## src/rtl/sync_capture_if.sv

```systemverilog
// Pixel stream interface from sync_capture to its sink.
//   data  : pixel word
//   sof   : first pixel of a frame
//   eol   : last pixel of a line
//   valid : word present (source)
//   ready : sink accepts word (sink)
interface sync_capture_if #(
    parameter int unsigned DATA_W = 8
) ();
    logic [DATA_W-1:0] data;
    logic              sof;
    logic              eol;
    logic              valid;
    logic              ready;

    modport master (output data, output sof, output eol, output valid, input ready);
    modport slave  (input data, input sof, input eol, input valid, output ready);
endinterface

```

## src/rtl/sync_capture.sv

```systemverilog
// Captures pixels qualified by HD/VD, tags start-of-frame / end-of-line,
// buffers them in a show-ahead FIFO and measures frame geometry.
//   clk, rst_n          : pixel clock, async active-low reset
//   hd, vd, pix_in      : timing-generator drive pair and pixel bus
//   m (master)          : valid/ready pixel stream with sof/eol markers
//   line_len            : active pixels in last completed line
//   frame_lines         : lines in last completed frame
//   frame_cnt           : completed frames (wraps)
//   overflow, clr_ovf   : sticky drop flag and its clear
module sync_capture #(
    parameter int unsigned DATA_W     = 8,
    parameter int unsigned FIFO_DEPTH = 16,
    parameter int unsigned CNT_W      = 16
) (
    input  logic              clk,
    input  logic              rst_n,
    input  logic              hd,
    input  logic              vd,
    input  logic [DATA_W-1:0] pix_in,
    sync_capture_if.master    m,
    output logic [CNT_W-1:0]  line_len,
    output logic [CNT_W-1:0]  frame_lines,
    output logic [CNT_W-1:0]  frame_cnt,
    output logic              overflow,
    input  logic              clr_ovf
);
    localparam int unsigned AW = $clog2(FIFO_DEPTH);

    typedef struct packed {
        logic [DATA_W-1:0] data;
        logic              sof;
        logic              eol;
    } word_t;

    typedef enum logic {
        S_DISARMED = 1'b0,
        S_ARMED    = 1'b1
    } state_t;

    function automatic logic [CNT_W-1:0] sat_inc(input logic [CNT_W-1:0] x);
        return (x == {CNT_W{1'b1}}) ? x : x + CNT_W'(1);
    endfunction

    // Stage A: input sampling and VD edge history
    logic              hd_a, vd_a, vd_p;
    logic [DATA_W-1:0] pix_a;
    logic              act_a, vd_rise, vd_fall;

    // vd_a/vd_p reset high so a VD already high at reset release is not a rise
    always_ff @(posedge clk or negedge rst_n) begin
        if (!rst_n) begin
            hd_a  <= 1'b0;
            vd_a  <= 1'b1;
            vd_p  <= 1'b1;
            pix_a <= '0;
        end else begin
            hd_a  <= hd;
            vd_a  <= vd;
            vd_p  <= vd_a;
            pix_a <= pix_in;
        end
    end

    assign act_a   = hd_a & vd_a;
    assign vd_rise = vd_a & ~vd_p;
    assign vd_fall = ~vd_a & vd_p;

    // Arming FSM: disarmed until the first VD rise
    state_t state, state_nxt;
    logic   arm_now_c;
    logic   frame_end_c;

    always_ff @(posedge clk or negedge rst_n) begin
        if (!rst_n) state <= S_DISARMED;
        else        state <= state_nxt;
    end

    // A pixel coincident with the arming rise already belongs to the frame
    always_comb begin
        state_nxt   = state;
        arm_now_c   = 1'b0;
        frame_end_c = 1'b0;
        case (state)
            S_DISARMED: begin
                arm_now_c = vd_rise;
                if (vd_rise) state_nxt = S_ARMED;
            end
            S_ARMED: begin
                arm_now_c   = 1'b1;
                frame_end_c = vd_fall;
            end
            default: state_nxt = S_DISARMED;
        endcase
    end

    // Stage B: hold one pixel until the next sample decides its EOL
    logic              b_vld, b_sof, sof_pending;
    logic [DATA_W-1:0] b_data;
    logic              load;

    assign load = arm_now_c & act_a;

    always_ff @(posedge clk or negedge rst_n) begin
        if (!rst_n) begin
            b_vld       <= 1'b0;
            b_sof       <= 1'b0;
            b_data      <= '0;
            sof_pending <= 1'b0;
        end else begin
            b_vld <= load;
            if (load) begin
                b_data <= pix_a;
                b_sof  <= sof_pending | vd_rise;
            end
            if (load)         sof_pending <= 1'b0;
            else if (vd_rise) sof_pending <= 1'b1;
        end
    end

    // Show-ahead FIFO
    word_t          mem [FIFO_DEPTH];
    logic [AW-1:0]  wr_ptr, rd_ptr;
    logic [AW:0]    count;
    logic           full, empty, push, pop, drop;
    word_t          push_word, head;

    assign push_word = '{data: b_data, sof: b_sof, eol: ~act_a};
    assign full      = (count == (AW+1)'(FIFO_DEPTH));
    assign empty     = (count == '0);
    assign pop       = ~empty & m.ready;
    assign push      = b_vld & (~full | pop);
    assign drop      = b_vld & ~push;

    always_ff @(posedge clk) begin
        if (push) mem[wr_ptr] <= push_word;
    end

    always_ff @(posedge clk or negedge rst_n) begin
        if (!rst_n) begin
            wr_ptr <= '0;
            rd_ptr <= '0;
            count  <= '0;
        end else begin
            if (push) wr_ptr <= wr_ptr + AW'(1);
            if (pop)  rd_ptr <= rd_ptr + AW'(1);
            case ({push, pop})
                2'b10:   count <= count + (AW+1)'(1);
                2'b01:   count <= count - (AW+1)'(1);
                default: count <= count;
            endcase
        end
    end

    // Head is gated so the stream reads zero whenever nothing is presented
    assign head    = mem[rd_ptr];
    assign m.valid = ~empty;
    assign m.data  = empty ? '0 : head.data;
    assign m.sof   = ~empty & head.sof;
    assign m.eol   = ~empty & head.eol;

    // Sticky overflow; a new drop wins over a clear
    always_ff @(posedge clk or negedge rst_n) begin
        if (!rst_n)       overflow <= 1'b0;
        else if (drop)    overflow <= 1'b1;
        else if (clr_ovf) overflow <= 1'b0;
    end

    // Geometry counters; dropped words still count toward the geometry
    logic [CNT_W-1:0] pix_cnt, line_cnt;
    logic [CNT_W-1:0] pix_inc, lines_now;
    logic             eol_push;

    assign eol_push  = b_vld & ~act_a;
    assign pix_inc   = sat_inc(pix_cnt);
    assign lines_now = eol_push ? sat_inc(line_cnt) : line_cnt;

    always_ff @(posedge clk or negedge rst_n) begin
        if (!rst_n) begin
            pix_cnt     <= '0;
            line_cnt    <= '0;
            line_len    <= '0;
            frame_lines <= '0;
            frame_cnt   <= '0;
        end else begin
            if (b_vld) begin
                if (eol_push) begin
                    line_len <= pix_inc;
                    pix_cnt  <= '0;
                end else begin
                    pix_cnt  <= pix_inc;
                end
            end
            // An EOL in the same cycle as the VD fall is included in the frame
            if (frame_end_c) begin
                frame_lines <= lines_now;
                line_cnt    <= '0;
                frame_cnt   <= frame_cnt + CNT_W'(1);
            end else begin
                line_cnt    <= lines_now;
            end
        end
    end

endmodule

```

## src/flat_wrapper.sv

```systemverilog
// flat-port wrapper written by rule: the top's interface ports become plain ports
module sync_capture_flat 
#(
    parameter int unsigned DATA_W     = 8,
    parameter int unsigned FIFO_DEPTH = 16,
    parameter int unsigned CNT_W      = 16
)
  (clk, rst_n, hd, vd, pix_in, line_len, frame_lines, frame_cnt, overflow, clr_ovf, m_data, m_sof, m_eol, m_valid, m_ready);
  sync_capture_if #(.DATA_W(DATA_W)) m_i ();
  input  logic clk;
  input  logic rst_n;
  input  logic hd;
  input  logic vd;
  input  logic [DATA_W-1:0] pix_in;
  output logic [CNT_W-1:0] line_len;
  output logic [CNT_W-1:0] frame_lines;
  output logic [CNT_W-1:0] frame_cnt;
  output logic overflow;
  input  logic clr_ovf;
  output wire logic [$bits(m_i.data)-1:0] m_data;
  output wire logic [$bits(m_i.sof)-1:0] m_sof;
  output wire logic [$bits(m_i.eol)-1:0] m_eol;
  output wire logic [$bits(m_i.valid)-1:0] m_valid;
  input wire logic [$bits(m_i.ready)-1:0] m_ready;
  assign m_data = m_i.data;
  assign m_sof = m_i.sof;
  assign m_eol = m_i.eol;
  assign m_valid = m_i.valid;
  assign m_i.ready = m_ready;
  sync_capture #(.DATA_W(DATA_W), .FIFO_DEPTH(FIFO_DEPTH), .CNT_W(CNT_W)) u_core (.clk(clk), .rst_n(rst_n), .hd(hd), .vd(vd), .pix_in(pix_in), .m(m_i), .line_len(line_len), .frame_lines(frame_lines), .frame_cnt(frame_cnt), .overflow(overflow), .clr_ovf(clr_ovf));
endmodule
```

## config.mk

```make
export PLATFORM = sky130hd
export DESIGN_NAME = sync_capture_flat
export DESIGN_NICKNAME = d
export VERILOG_FILES = /design/src/rtl/sync_capture_if.sv /design/src/rtl/sync_capture.sv /design/src/flat_wrapper.sv
export SDC_FILE = /design/constraint.sdc
export NUM_CORES = 1
export LEC_CHECK = 0
export CAP_MARGIN = 20
export CORE_AREA = 2 2 155 157
export CTS_BUF_LIST = sky130_fd_sc_hd__clkbuf_8 sky130_fd_sc_hd__clkbuf_16
export DETAILED_ROUTE_END_ITERATION = 10
export DIE_AREA = 0 0 157 159
export GPL_TIMING_DRIVEN = 0
export PLACE_DENSITY = 0.71
export SYNTH_ARGS = -nofsm -noshare
export SYNTH_HDL_FRONTEND = slang
export SYNTH_SLANG_ARGS = --single-unit
```

## constraint.sdc

```tcl
create_clock -name clk -period 2.81 [get_ports clk]
set_input_delay 0.843 -clock clk [delete_from_list [all_inputs] [get_ports clk]]
set_output_delay 0.843 -clock clk [all_outputs]
set_load 0.005 [all_outputs]
```

==> flow_metrics.py, run 1 <==
metrics = {
    "global_routing": {
        "grt_max_degree": 78,
        "antenna_found_initial": 0,
        "track_usage": 0.2044,
        "grt_pass1_vias": 6994,
        "grt_first_pass_wirelength_um": 39430,
        "overflow": 0,
    },
    "synth": {
        "ys_seq_area_frac": 0.6767,
        "synth_area_leaders": "edfxtp_1 (42%), dfrtp_1 (25%), mux4_2 (7.9%), xnor2_1 (2.2%), mux2i_1 (2.2%)",
        "syn_area_um2": 11430,
        "synth-simple-area-share": 0.09008,
        "synthArstFlopShare": 0.4224,
        "synthFlopType": "edfxtp_1",
        "synthMuxAreaShare": 0.1145,
        "synth_top_family_by_area": "multiplexers",
        "synth-edff-count": 160,
        "synth_area_leader_cell": "edfxtp_1",
        "synth_compound_area_frac": 0.05407,
        "avgSynthCellArea_um2": 14.94,
        "postSynthCellCount": 765,
        "synth_fa_ha_area_frac": 0.01379,
        "synth-xor-area-share": 0.03371,
        "yosysWarnings": 0,
        "synth.top_cell.area_share": 0.4203,
        "synth.distinct_cells": 60,
        "syn-num-nets": 791,
        "synth-seq-cells": 277,
    },
    "final_layout": {
        "drive_gt1_frac": 0.2092,
        "layout.nets": 916,
        "mostFrequentLayoutCells": "edfxtp_1 (160), dfrtp_1 (113), clkdlybuf4s50_1 (61), nand2_1 (57), nor2_1 (55)",
        "syn2layout_area_growth_pct": 23.05,
        "final_core_util": 0.6065,
        "final_common_cell": "edfxtp_1",
        "layout.cells.non_filler": 1232,
        "n_antenna_cell": 0,
    },
    "die": {
        "fp.dieW_um": 157,
        "num_io_pins": 74,
        "die_y_um": 159,
        "initial_core_util": 0.4929,
        "die_area_um2": 24960,
        "rows": 56,
        "core_um2": 23190,
    },
    "critical_path": {
        "critPathLaunchType": "flip-flop",
        "reg2reg_slack_ns": 0.13,
        "rr_endpoint": "u_core.count[4]",
        "path_max_fanout": 7,
        "crit_path_end_kind": "primary output",
        "r2r_cells": 10,
        "worstSetupPathType": "flip-flop to primary output",
        "startpoint": "u_core.rd_ptr[0]",
        "r2r-start": "u_core.count[0]",
        "cp.required_ns": 1.97,
        "crit_arrival_ns": 2.31,
    },
    "routing": {
        "drt_wl_total_um": 24670,
        "via_per_inst": 5.556,
        "drc": 0,
        "wl_per_cell_um": 20.02,
        "drt-initial-drc-count": 426,
        "first_pass_iters": 5,
        "antenna_left": 0,
        "vias": 6845,
    },
    "clock_network": {
        "ctsHoldBuffers": 0,
        "root_buffer": "clkbuf_16",
        "cts_tree": "yes",
        "clock-sinks": 277,
        "cts_buffer_depth": 3,
        "htree_num_levels": 1,
        "cts.reportedPaths.clkPinSlew_ns": 0.06,
        "cts_buffers": 29,
        "clock_latency_ns": 0.54,
    },
    "flow_run": {
        "cap_violations": 0,
    },
    "placement": {
        "dp_cells": 1158,
        "hpwl_um": 15440,
        "gp_routability_congestion": 0.8778,
        "post-place-ws_ns": -0.7167,
        "numPortBuffers": 73,
    },
    "timing": {
        "hold_violations": 0,
        "worst_slew_pin_slew_ns": 1.083,
        "whs_ns": 0.2005,
        "post-route-min-period_ns": 3.156,
        "postLayoutSetupSlackWorst_ns": -0.3459,
        "rsz0062_at_grt": "yes",
        "max_freq_mhz": 316.9,
        "fin_crit_sh": 1.123,
        "slew_violations": 0,
        "finalSetupViolations": 10,
        "skew_ns": 0.01934,
        "max_slew_margin": 0.2754,
    },
    "run_status": {
        "status": "complete, but fails checks",
        "failed_checks": "setup timing",
    },
    "worst_hold_path": {
        "hold_class": "input port to asynchronous set/reset pin",
    },
    "pwr": {
        "power_density_nw_per_um2": 894.3,
        "peakVddDrop_mv": 0.4603,
        "comb_power_share": 0.278,
        "power.total_w": 0.01258,
        "p_int_w": 0.009047,
        "p_leak_nw": 5.258,
        "swShare": 0.2808,
        "p_seq_frac": 0.403,
        "clock_power_share": 0.319,
        "power.switching_w": 0.003532,
    },
}
[per-stage QoR]
step | setup TNS, ns | area [um^2]
3_5_place_dp | -51.01 | 12610
2_1_floorplan | 0 | 11430
4_1_cts | -3.233 | 13980
5_1_grt | -3.859 | 14070
6_report | -3.007 | 14070
3_3_place_gp | -487.43 | 12560
[final cells by class]
cell class | instances | area [um^2]
fillers | 1730 | 9126
clock inverters | 20 | 205.2
flip-flops and latches | 277 | 7737
clock buffers | 34 | 817.0
plain buffers | 33 | 216.5
multi-input cells | 441 | 3669
repair buffers | 97 | 980.9
inverters | 11 | 41.29
well taps | 319 | 399.1
[synthesized netlist by cell type (all sizes together), types with 9 or more instances]
library cell,count
clkbuf,25
a31oi,9
mux2,13
inv,11
mux4,40
ha,11
nor3,15
o22ai,10
mux2i,25
nand2,60
edfxtp,160
and3,9
nand4,18
nand3,19
xor2,15
xnor2,29
a21oi,20
o21ai,34
buf,11
nor2,56
dfrtp,115
[cells by family after synthesis]
family,Yosys count
xor+xnor,44
fa+ha+maj,12
compound gates,100
simple gates,207
buf+inv,47
mux,78
flops,277
[layer usage]
metal / GRT usage / wire length, um / vias up / share of wire
met3: 0.03103 / 1270 / 24 / 0.051
met4: 0.04420 / 327 / 0 / 0.013
li1: - / - / 3140 / -
met2: 0.3305 / 12170 / 172 / 0.49
met1: 0.2973 / 10910 / 3509 / 0.44
met5: 0 / 0 / - / 0
[critical path, cell delays in order (launching register included)]
cell and delay (ns):
dfrtp_2 0.44, buf_12 0.15, buf_12 0.12, buf_8 0.11
mux4_2 0.53, mux2i_4 0.19, o22ai_2 0.10, buf_2 0.13
[power groups by stage]
stage / logic, W / clock network (W) / registers (W)
floorplan: 0.00181 / 0 / 0.00500
global placement: 0.00276 / 0 / 0.00509
finish: 0.00350 / 0.00401 / 0.00507
CTS: 0.00337 / 0.00407 / 0.00507
global route: 0.00376 / 0.00424 / 0.00511
detailed placement: 0.00283 / 0 / 0.00511
[what timing repair did]
| action | in CTS | in global routing |
|---|---|---|
| gates resized for setup | 102 | 10 |
| endpoints found under the setup margin | 12 | 12 |
| gates cloned | 1 | 2 |
| pin swaps | 13 | 9 |
| buffers inserted | 18 | 4 |
[sequential cells by signal, indices dropped and copies added, names as in the netlist, 5 cells and up]
name and count:
u_core.count 5, u_core.line_cnt 16, u_core.pix_cnt 16, u_core.mem 160, u_core.b_data 8, u_core.frame_cnt 16, u_core.line_len 16, u_core.pix_a 8
u_core.frame_lines 16
[how the worst max path moves through the flow]
stage                                 end  slack (ns)
after floorplan           u_core.count[4]        0.14
after global placement    u_core.count[2]       -3.66
after detailed placement        m_data[1]       -0.72
after CTS                       m_data[1]       -0.39
after global routing            m_data[1]       -0.43
final                           m_data[6]       -0.35
Note: power is estimated with default switching activity, not from simulation.
==> inputs of run 2 (changes only) <==
Settings changed: PLACE_DENSITY 0.71 to 0.73.
==> flow_metrics.py, run 2 (same netlist as run 1, synthesis figures left out) <==
metrics = {
    "clock_network": {
        "cts_tree": "yes",
        "clock_latency_ns": 0.53,
        "htree_num_levels": 1,
        "root_buffer": "clkbuf_16",
        "cts.reportedPaths.clkPinSlew_ns": 0.07,
        "cts_buffer_depth": 3,
        "clock-sinks": 277,
        "ctsHoldBuffers": 0,
        "cts_buffers": 28,
    },
    "final_layout": {
        "mostFrequentLayoutCells": "edfxtp_1 (160), dfrtp_1 (114), clkdlybuf4s50_1 (61), nand2_1 (57), nor2_1 (55)",
        "regMostFlops": "u_core.mem",
        "largest_reg_flops": 160,
        "final_common_cell": "edfxtp_1",
        "syn2layout_area_growth_pct": 22.62,
        "layout.cells.non_filler": 1245,
        "n_antenna_cell": 0,
        "drive_gt1_frac": 0.2192,
        "final_core_util": 0.6044,
        "layout.nets": 930,
        "num-fill-cells": 1732,
    },
    "placement": {
        "hpwl_um": 14960,
        "numPortBuffers": 73,
        "dp_cells": 1158,
        "gp_routability_congestion": 0.8795,
    },
    "routing": {
        "antenna_left": 0,
        "wl_per_cell_um": 19.33,
        "first_pass_iters": 4,
        "drt-initial-drc-count": 474,
        "via_per_inst": 5.484,
        "drc": 0,
        "drt_wl_total_um": 24070,
        "vias": 6827,
    },
    "timing": {
        "finalSetupViolations": 10,
        "hold_violations": 0,
        "max_slew_margin": 0.3265,
        "worst_slew_pin_slew_ns": 1.006,
        "postLayoutSetupSlackWorst_ns": -0.4031,
        "rsz0062_at_grt": "yes",
        "slew_violations": 0,
        "post-route-min-period_ns": 3.213,
        "max_freq_mhz": 311.2,
        "skew_ns": 0.01061,
        "fin_crit_sh": 1.143,
        "whs_ns": 0.2538,
    },
    "global_routing": {
        "grt_first_pass_wirelength_um": 37870,
        "overflow": 0,
        "grt_pass1_vias": 6903,
        "grt_max_degree": 69,
        "antenna_found_initial": 0,
        "track_usage": 0.1949,
    },
    "critical_path": {
        "critPathLaunchType": "flip-flop",
        "reg2reg_slack_ns": 0.15,
        "slowest_stage": "mux4_2",
        "cp.required_ns": 1.97,
        "crit_path_end_kind": "primary output",
        "path_max_fanout": 5,
        "worstSetupPathType": "flip-flop to primary output",
        "slowest_delay_ns": 0.53,
        "crit_arrival_ns": 2.37,
        "path_cells": "buf_6, buf_12, buf_8, mux4_2, mux2i_4, o22ai_2, buf_2",
    },
    "die": {
        "initial_core_util": 0.4929,
        "die_area_um2": 24960,
        "fp.dieW_um": 157,
        "core_um2": 23190,
        "die_y_um": 159,
        "rows": 56,
        "num_io_pins": 74,
    },
    "pwr": {
        "peakVddDrop_mv": 0.4315,
        "power_density_nw_per_um2": 865.2,
        "p_leak_nw": 5.280,
        "power.total_w": 0.01213,
    },
    "run_status": {
        "failed_checks": "setup timing",
        "status": "complete, but fails checks",
    },
    "flow_run": {
        "cap_violations": 0,
    },
    "worst_hold_path": {
        "hold_class": "input port to asynchronous set/reset pin",
    },
}
run 2: cell types whose count changed in the layout (fill, tap and decap cells not counted), sizes merged:
cell / before / now
buf: 45 / 59
or2: 2 / 3
bufinv: 4 / 2
clkinvlp: 0 / 1
nand2: 60 / 61
clkbuf: 58 / 56
run 2: final timing paths:
kind / start / cells after the start / to
worst max-delay path: u_core.rd_ptr[0] / 7 / m_data[6]
worst min-delay path: rst_n / 1 / u_core.frame_lines[12]
worst max register to register: u_core.count[0] / 10 / u_core.count[4]
worst min register to register: u_core.vd_a / 0 / u_core.vd_p
max in group asynchronous: rst_n / 2 / u_core.rd_ptr[0]
min in group clk: u_core.vd_a / 0 / u_core.vd_p
run 2: final cells by class:
class | count | area [um^2] | area share
sequential | 277 | 7736 | 0.5519
timing repair buffer | 111 | 1055 | 0.07525
inverter | 11 | 43.79 | 0.003124
buffer | 32 | 201.4 | 0.01437
clock inverter | 19 | 132.6 | 0.009462
multi-input combinational | 443 | 3657 | 0.2609
tap | 319 | 399.1 | 0.02847
clock buffer | 33 | 792.0 | 0.05650
run 2: what timing repair did:
item	in CTS	in global routing
cloned	3	0
gates resized for setup	107	7
setup endpoints to repair	12	12
pin swaps	15	9
endpoints found under the hold margin	0	0
setup buffers	25	3
run 2: stage by stage:
| step | worst slack, ns | instance area, um^2 | TNS [ns] |
|---|---|---|---|
| after floorplan | 0.1443 | 11430 | 0 |
| after global placement | -3.762 | 12560 | -501.45 |
| after detailed placement | -0.5216 | 12610 | -51.31 |
| after CTS | -0.3755 | 13940 | -3.155 |
| after global routing | -0.4507 | 14020 | -3.755 |
| final | -0.4031 | 14020 | -2.980 |
run 2: critical path: cells and delay by family (launching register included):
family | cells | cell delay, ns
muxes | 2 | 0.73
buffers and inverters | 4 | 0.52
DFF | 1 | 0.45
AOI/OAI and AO/OA | 1 | 0.13
run 2: routing by layer:
layer	GRT usage	vias to the layer above	share of wire
met1	0.2778	3449	0.44
met3	0.03293	33	0.047
met5	0	-	0
met4	0.03920	0	0.017
met2	0.3198	179	0.50
li1	-	3166	-
run 2: power by group:
part           leakage [nW]  internal [W]  switching (W)
clock                 0.480       0.00217        0.00149
combinational          1.84       0.00184        0.00156
sequential             2.96       0.00471       0.000344
total                  5.28       0.00873        0.00340
==> inputs of run 3 (changes only) <==
Settings changed: CORE_AREA 2 2 155 157 to 2 2 118 206, DIE_AREA 0 0 157 159 to 0 0 120 208, TNS_END_PERCENT set to 30.
==> flow_metrics.py, run 3 (same netlist as run 1, synthesis figures left out) <==
metrics = {
    "timing": {
        "rsz0062_at_grt": "yes",
        "tns_ns": -3.855,
        "whs_ns": 0.1773,
        "post-route-min-period_ns": 3.229,
        "fin_crit_sh": 1.149,
        "skew_ns": 0.01632,
        "worst_slew_pin_slew_ns": 1.064,
        "max_slew_margin": 0.2882,
        "finalSetupViolations": 12,
        "postLayoutSetupSlackWorst_ns": -0.4190,
        "slew_violations": 0,
        "hold_violations": 0,
        "max_freq_mhz": 309.7,
    },
    "critical_path": {
        "path_depth": 6,
        "worstSetupPathType": "flip-flop to primary output",
        "crit_path_end_kind": "primary output",
        "crit_arrival_ns": 2.39,
        "reg2reg_slack_ns": -0.03,
        "r2r-start": "u_core.count[2]",
        "critical_path.top_delay_family": "multiplexers",
        "slowest_delay_ns": 0.55,
        "cp.required_ns": 1.97,
        "r2r_cells": 9,
        "path_max_fanout": 6,
        "worst-path-buf-inv": 3,
        "path_cells": "buf_6, buf_16, mux4_2, mux2i_1, o22ai_1, buf_2",
        "critPathLaunchType": "flip-flop",
        "slowest_stage": "dfrtp_2",
        "rr_endpoint": "u_core.count[4]",
    },
    "pwr": {
        "power.total_w": 0.01175,
        "power_density_nw_per_um2": 855.0,
        "peakVddDrop_mv": 0.4937,
        "p_leak_nw": 5.094,
    },
    "die": {
        "core_um2": 23240,
        "die_area_um2": 24960,
        "initial_core_util": 0.4919,
        "fp.dieW_um": 120,
        "die_y_um": 208,
        "rows": 74,
        "num_io_pins": 74,
    },
    "global_routing": {
        "grt_first_pass_wirelength_um": 38780,
        "grt_pass1_vias": 7089,
        "grt_max_degree": 93,
        "track_usage": 0.2016,
        "overflow": 0,
        "antenna_found_initial": 0,
    },
    "final_layout": {
        "drive_gt1_frac": 0.1892,
        "final_core_util": 0.5913,
        "layout.nets": 903,
        "regMostFlops": "u_core.mem",
        "num-fill-cells": 1779,
        "syn2layout_area_growth_pct": 20.21,
        "final_common_cell": "edfxtp_1",
        "mostFrequentLayoutCells": "edfxtp_1 (160), dfrtp_1 (113), clkdlybuf4s50_1 (61), nand2_1 (57), nor2_1 (55)",
        "n_antenna_cell": 0,
        "largest_reg_flops": 160,
    },
    "worst_hold_path": {
        "hold_class": "input port to asynchronous set/reset pin",
    },
    "routing": {
        "antenna_left": 0,
        "via_per_inst": 5.598,
        "drt_wl_total_um": 24360,
        "vias": 6701,
        "wl_per_cell_um": 20.35,
        "drc": 0,
        "drt-initial-drc-count": 308,
        "first_pass_iters": 5,
    },
    "run_status": {
        "failed_checks": "setup timing",
        "status": "complete, but fails checks",
    },
    "clock_network": {
        "ctsHoldBuffers": 0,
        "root_buffer": "clkbuf_16",
        "cts_tree": "yes",
        "clock_latency_ns": 0.52,
        "cts_buffers": 23,
        "cts.reportedPaths.clkPinSlew_ns": 0.07,
        "htree_num_levels": 1,
        "cts_buffer_depth": 3,
        "clock-sinks": 277,
    },
    "placement": {
        "numPortBuffers": 73,
        "hpwl_um": 16400,
        "post-place-ws_ns": -0.6736,
        "gp_routability_congestion": 0.8675,
    },
    "flow_run": {
        "cap_violations": 0,
    },
}
[run 3: changes by cell type in the layout (fill, tap and decap cells not counted), sizes merged, moves of 2 or more]
cell	previous run	this run
clkbuf	56	47
clkinv	9	2
buf	59	39
clkinvlp	1	3
[run 3: what timing repair did]
action                                  4_1_cts  5_1_grt
endpoints found under the setup margin       12       13
gates cloned                                  2        0
pin swaps                                    10        8
setup buffers                                11        0
resized for setup                           102        4
[run 3: how the worst max path moves through the flow]
stage	start	to	slack [ns]
2_1_floorplan	u_core.count[0]	u_core.count[4]	0.14
3_3_place_gp	rst_n	u_core.pix_cnt[1]	-3.63
3_5_place_dp	u_core.rd_ptr[0]	m_data[7]	-0.67
4_1_cts	u_core.rd_ptr[0]	m_data[2]	-0.43
5_1_grt	u_core.rd_ptr[0]	m_data[2]	-0.46
6_report	u_core.rd_ptr[0]	m_sof	-0.42
[run 3: where the power goes]
group	switching (W)	internal, W	leakage (nW)
registers	0.000374	0.00471	2.96
clock network	0.00142	0.00182	0.389
logic	0.00158	0.00183	1.74
[run 3: cell type report]
type,instances,area (um^2),share of cell area
clock inverter,16,155.1,0.01129
buffer,33,227.7,0.01657
multi-input combinational,441,3676,0.2675
clock buffer,25,603.1,0.04389
tap,304,380.4,0.02768
timing repair buffer,90,919.6,0.06693
sequential,277,7737,0.5631
inverter,11,41.29,0.003005
[run 3: worst reg2reg max path, stage by stage (launching register included)]
cell and delay, ns:
dfrtp_1 0.41, or4_4 0.60, o21ai_4 0.26, or2b_2 0.20, inv_1 0.11, fa_1 0.42, a21o_1 0.20, a21oi_1 0.18
mux2i_1 0.25, xnor2_1 0.14
[run 3: per-stage QoR]
| step | instance area [um^2] | instances |
|---|---|---|
| 3_3_place_gp | 12540 | 1142 |
| 3_5_place_dp | 12590 | 1143 |
| 5_1_grt | 13740 | 1197 |
| 6_report | 13740 | 1197 |
| 2_1_floorplan | 11430 | 765 |
| 4_1_cts | 13700 | 1194 |
[run 3: per-layer routing]
metal | wire (um) | track usage | vias up
met4 | 771 | 0.07830 | 0
met3 | 1047 | 0.02495 | 37
met5 | 0 | 0 | -
li1 | - | - | 3098
met2 | 13730 | 0.3775 | 168
met1 | 8803 | 0.2303 | 3398
